<file path="src/rtl/rv_pkg.sv">
// Shared definitions for the RISC-V core front end: instruction/ROM geometry,
// reset fetch address and the fetch FSM state encoding.
package rv_pkg;

    localparam int          INSTR_W    = 32;
    localparam int          ROM_ADDR_W = 8;
    localparam logic [31:0] RESET_PC   = 32'h0000_0000;

    typedef enum logic {
        IDLE = 1'b0,
        RUN  = 1'b1
    } fetch_state_t;

endpackage

</file>
<file path="src/rtl/fetch_fifo2.sv">
// Two-entry FIFO holding {instruction, pc} pairs between ROM read and decode.
// Entry e0 is always the head; e1 only holds data when count is 2.
module fetch_fifo2 #(
    parameter int DW = 64
) (
    input  logic          clk,
    input  logic          rst_n,
    input  logic          push,
    input  logic          pop,
    input  logic          flush,
    input  logic [DW-1:0] din,
    output logic [DW-1:0] head,
    output logic [1:0]    count
);

    logic [DW-1:0] e0;
    logic [DW-1:0] e1;
    logic [1:0]    cnt;

    // The caller never pops an empty FIFO nor pushes a full one without a pop.
    always_ff @(posedge clk or negedge rst_n) begin
        if (!rst_n) begin
            e0  <= '0;
            e1  <= '0;
            cnt <= 2'd0;
        end else if (flush) begin
            cnt <= 2'd0;
        end else begin
            case ({push, pop})
                2'b10: begin
                    if (cnt == 2'd0) e0 <= din;
                    else             e1 <= din;
                    cnt <= cnt + 2'd1;
                end
                2'b01: begin
                    e0  <= e1;
                    cnt <= cnt - 2'd1;
                end
                2'b11: begin
                    if (cnt == 2'd1) begin
                        e0 <= din;
                    end else begin
                        e0 <= e1;
                        e1 <= din;
                    end
                end
                default: ;
            endcase
        end
    end

    assign head  = e0;
    assign count = cnt;

endmodule

</file>
<file path="src/rtl/instr_fetch.sv">
// Instruction fetch unit: PC, fetch FSM and redirect handling in front of a
// combinational instruction ROM, feeding decode through a 2-entry buffer.
module instr_fetch #(
    parameter int          WIDTH    = rv_pkg::INSTR_W,
    parameter int          ADDR_W   = rv_pkg::ROM_ADDR_W,
    parameter logic [31:0] RESET_PC = rv_pkg::RESET_PC
) (
    input  logic                 clk,
    input  logic                 rst_n,
    input  logic                 fetch_en,
    output logic [ADDR_W-1:0]    rom_addr,
    input  logic [WIDTH-1:0]     rom_data,
    output logic [WIDTH-1:0]     instr,
    output logic [31:0]          instr_pc,
    output logic                 instr_valid,
    input  logic                 instr_ready,
    input  logic                 redirect_valid,
    input  logic [31:0]          redirect_pc,
    output logic                 misalign,
    output rv_pkg::fetch_state_t dbg_state,
    output logic [1:0]           dbg_count
);

    import rv_pkg::*;

    fetch_state_t      state_q;
    fetch_state_t      state_d;
    logic [ADDR_W-1:0] pc_q;
    logic [1:0]        count;
    logic [WIDTH+31:0] head;
    logic [31:0]       fetch_pc;
    logic              redirect_ok;
    logic              redirect_bad;
    logic              push;
    logic              pop;
    logic              misalign_q;
    logic              unused_redirect_bits;

    always_ff @(posedge clk or negedge rst_n) begin
        if (!rst_n) state_q <= IDLE;
        else        state_q <= state_d;
    end

    always_comb begin
        state_d = state_q;
        case (state_q)
            IDLE:    if (fetch_en)  state_d = RUN;
            RUN:     if (!fetch_en) state_d = IDLE;
            default: state_d = IDLE;
        endcase
    end

    assign redirect_ok  = redirect_valid & (redirect_pc[1:0] == 2'b00);
    assign redirect_bad = redirect_valid & (redirect_pc[1:0] != 2'b00);

    // Handshake: an entry moves to decode on a rising edge where
    // instr_valid & instr_ready; instr_valid does not wait on instr_ready,
    // and any redirect request masks it so nothing transfers that cycle.
    assign instr_valid = (count != 2'd0) & ~redirect_valid;
    assign pop         = instr_valid & instr_ready;

    // Gating on the next state lets the edge that enters RUN also fetch.
    assign push = (state_d == RUN) & ((count < 2'd2) | pop) & ~redirect_valid;

    always_ff @(posedge clk or negedge rst_n) begin
        if (!rst_n) begin
            pc_q <= RESET_PC[ADDR_W+1:2];
        end else if (redirect_ok) begin
            pc_q <= redirect_pc[ADDR_W+1:2];
        end else if (push) begin
            pc_q <= pc_q + 1'b1;
        end
    end

    always_ff @(posedge clk or negedge rst_n) begin
        if (!rst_n) misalign_q <= 1'b0;
        else        misalign_q <= redirect_bad;
    end

    always_comb begin
        fetch_pc               = '0;
        fetch_pc[ADDR_W+1:0]   = {pc_q, 2'b00};
    end

    fetch_fifo2 #(
        .DW(WIDTH + 32)
    ) u_fifo (
        .clk  (clk),
        .rst_n(rst_n),
        .push (push),
        .pop  (pop),
        .flush(redirect_ok),
        .din  ({rom_data, fetch_pc}),
        .head (head),
        .count(count)
    );

    assign rom_addr  = pc_q;
    assign instr     = head[WIDTH+31:32];
    assign instr_pc  = head[31:0];
    assign misalign  = misalign_q;
    assign dbg_state = state_q;
    assign dbg_count = count;

    // Target bits above the ROM range are deliberately ignored.
    assign unused_redirect_bits = ^redirect_pc[31:ADDR_W+2];

endmodule

</file>
<file path="config.mk">
export PLATFORM = sky130hd
export DESIGN_NAME = instr_fetch
export DESIGN_NICKNAME = d
export VERILOG_FILES = /design/src/rtl/rv_pkg.sv /design/src/rtl/fetch_fifo2.sv /design/src/rtl/instr_fetch.sv
export SDC_FILE = /design/constraint.sdc
export NUM_CORES = 1
export LEC_CHECK = 0
export CAP_MARGIN = 5
export CORE_MARGIN = 3
export CORE_UTILIZATION = 45
export DETAILED_ROUTE_END_ITERATION = 10
export GPL_TIMING_DRIVEN = 0
export PLACE_DENSITY = 0.86
export SLEW_MARGIN = 20
export SYNTH_ARGS = -nofsm -noshare
export SYNTH_HDL_FRONTEND = slang
export SYNTH_SLANG_ARGS = --single-unit
</file>
<file path="constraint.sdc">
create_clock -name clk -period 3 [get_ports clk]
set_input_delay 0.3 -clock clk [delete_from_list [all_inputs] [get_ports clk]]
set_output_delay 0.3 -clock clk [all_outputs]
set_load 0.02 [all_outputs]
</file>
==> out/metrics.cfg <==
[clock_network]
cts_sinks = 92
cts.htree.levels = 3
post-cts-setup-buffer-count = 0
cts-resized-gates = 0
clk_path_buf_depth = 2
clockRootBuffer = clkbuf_8
clk_pin_slew_ns = 0.08
ctsHoldBuffers = 1
clk_latency_ns = 0.34
numCtsBuffers = 9
cts_tree = yes

[sta]
max_freq_mhz = 378
max_slew.worst_pin.slew_ns = 0.662
skew_ns = 0.0114
finalSetupViolCount = 0
hold_viol = 0
hold_slack_ns = 0.152
slew_headroom = 0.559
finalCritPeriodShare = 0.882
fin_crit_ns = 2.65
rsz0062_at_grt = no
drv_slew = 0
worst_slack_ns = 0.353

[global_route]
grt_max_degree = 52
antenna_found_initial = 0
grt_pass1_vias = 3103
grt_first_pass_wirelength_um = 14400
overflow = 0
grtUsageTotal = 0.172

[floorplan]
core_area_um2 = 8890
dieArea_um2 = 10600
start_util = 0.474
pin_count = 146
rows = 34
die_y_um = 103
fp.dieW_um = 103

[worst_setup_path]
crit_type = flip-flop to flip-flop
cp-end-kind = flip-flop
crit_required_ns = 3.26
critPathMaxFanout = 10
crit_arrival_ns = 2.91
start_kind = flip-flop

[layout]
syn_to_final_growth_pct = 34.3
nets = 568
antennaDiodeCount = 0
drive_gt1_frac = 0.184

[synth]
syn_inst = 362
yosysSeqAreaShare = 0.546
synthTopCellsByArea = dfrtp_1 55%, mux2_2 11%, mux2i_1 10%
synthDistinctLibCells = 28
syn-cell-area_um2 = 4220
yosysTopAreaCellShare = 0.546
yosys_register_bits = 92
ys_warn_count = 0
synth.largest_area_cell = dfrtp_1
syn_area_per_cell_um2 = 11.7

[routing]
drt_pass1_iterations = 4
ant_nets = 0
wl_per_cell_um = 14.9
drt_iter0_drc = 88
via_per_inst = 5.04
finalWirelength_um = 9050
route.detailed.drc = 0
vias = 3065

[status]
outcome = completed

[placed_design]
placement.io_buffers = 98
dp_hpwl_um = 6680
place_ws_ns = 0.321
gp_congestion = 0.779

[power_and_ir_drop]
p_per_area_nw_per_um2 = 989
leakage_nw = 2.63
ir_drop_mv = 0.473

[min_path]
min-delay-path-class = primary input to flip-flop

[job]
drv_cap = 0

## through the flow
step	TNS [ns]	instances	total power, W	cell area, um^2	util
final	0	608	0.00560	5660	0.637
after global routing	0	608	0.00598	5660	0.637
after CTS	0	608	0.00567	5660	0.637
after detailed placement	0	592	0.00476	5440	0.612
after global placement	-145.95	591	0.00463	5420	0.610
after floorplan	0	385	0.00367	4300	-
## critical path: stages (launching register included)
cell,delay (ns)
dfrtp_1,0.34
clkbuf_1,0.29
inv_1,0.14
ha_1,0.24
nand2b_1,0.15
clkbuf_1,0.17
a21oi_1,0.52
clkbuf_1,0.45
nor2_1,0.10
a21oi_1,0.16
## layer usage
| layer | global-route usage | share of wire | wire length [um] |
|---|---|---|---|
| met5 | 0 | 0 | 0 |
| met4 | 0.0458 | 0.0070 | 63 |
| met3 | 0.0440 | 0.073 | 661 |
| met2 | 0.298 | 0.51 | 4570 |
| met1 | 0.215 | 0.41 | 3750 |
## worst paths after layout
kind | start | end | slack [ns] | cells after the start
min in group asynchronous | rst_n | u_fifo.head[60]$_DFFE_PN0P_ | 0.54 | 2
worst max-delay path | u_fifo.count[1]$_DFFE_PN0P_ | u_fifo.head[40]$_DFFE_PN0P_ | 0.35 | 9
max in group asynchronous | rst_n | u_fifo.head[36]$_DFFE_PN0P_ | 1.81 | 3
worst min-delay path | redirect_valid | u_fifo.count[1]$_DFFE_PN0P_ | 0.15 | 2
worst max register to register | u_fifo.count[1]$_DFFE_PN0P_ | u_fifo.head[40]$_DFFE_PN0P_ | 0.35 | 9
worst min register to register | u_fifo.e1[6]$_DFFE_PN0P_ | u_fifo.e1[6]$_DFFE_PN0P_ | 0.51 | 1
## layout by cell type (no fill, tap or decap), drive strengths merged, types with 2 or more instances in the layout
cell type | synthesis | layout
mux2i | 42 | 42
clkbuf | 11 | 22
mux2 | 40 | 40
buf | 35 | 37
bufinv | 0 | 2
clkdlybuf4s50 | 0 | 97
nand2b | 2 | 2
nand2 | 7 | 7
dfrtp | 92 | 92
a211oi | 2 | 2
inv | 2 | 2
conb | 1 | 24
clkinv | 0 | 2
a2111oi | 3 | 3
a21oi | 51 | 51
nor2 | 52 | 52
xnor2 | 6 | 6
nand3b | 3 | 3
ha | 3 | 3
## cell families (layout without fill, tap and decap cells)
logic type,count (synthesis),after routing,synth area share
fa+ha+maj,3,3,0.00890
compound gates,62,62,0.0813
buf+inv,48,163,0.0762
simple gates,68,68,0.0679
flops,92,92,0.546
other cells,1,24,0.000889
mux,82,82,0.206
xor+xnor,6,6,0.0125
## cell usage after synthesis, drive strengths merged
master	n
a2111oi	3
a211oi	2
a21bo	1
a21o	1
a21oi	51
a31oi	1
buf	35
clkbuf	11
conb	1
dfrtp	92
ha	3
inv	2
mux2	40
mux2i	42
nand2	7
nand2b	2
nand3b	3
nand4	1
nand4b	1
nor2	52
nor2b	1
o211ai	1
o21ai	1
o311a	1
or3b	1
xnor2	6
## sequential cells by signal, indices dropped and copies added (netlist names)
register,count
dbg_state,1
u_fifo.e1,40
u_fifo.head,40
u_fifo.count,2
rom_addr,8
misalign,1
## power by group
part	switching [W]	total (W)	internal [W]
logic	0.00122	0.00249	0.00127
registers	0.000374	0.00222	0.00184
clock network	0.000404	0.000893	0.000488
## area by class of cell
type	count	area (um^2)
clock buffers	11	141
plain buffers	46	314
fillers	712	3230
clock inverters	4	73.8
inverters	2	7.51
well taps	108	135
repair buffers	100	1010
flip-flops and latches	92	2300
multi-input cells	245	1680
Power figures use the tool's default switching activity.
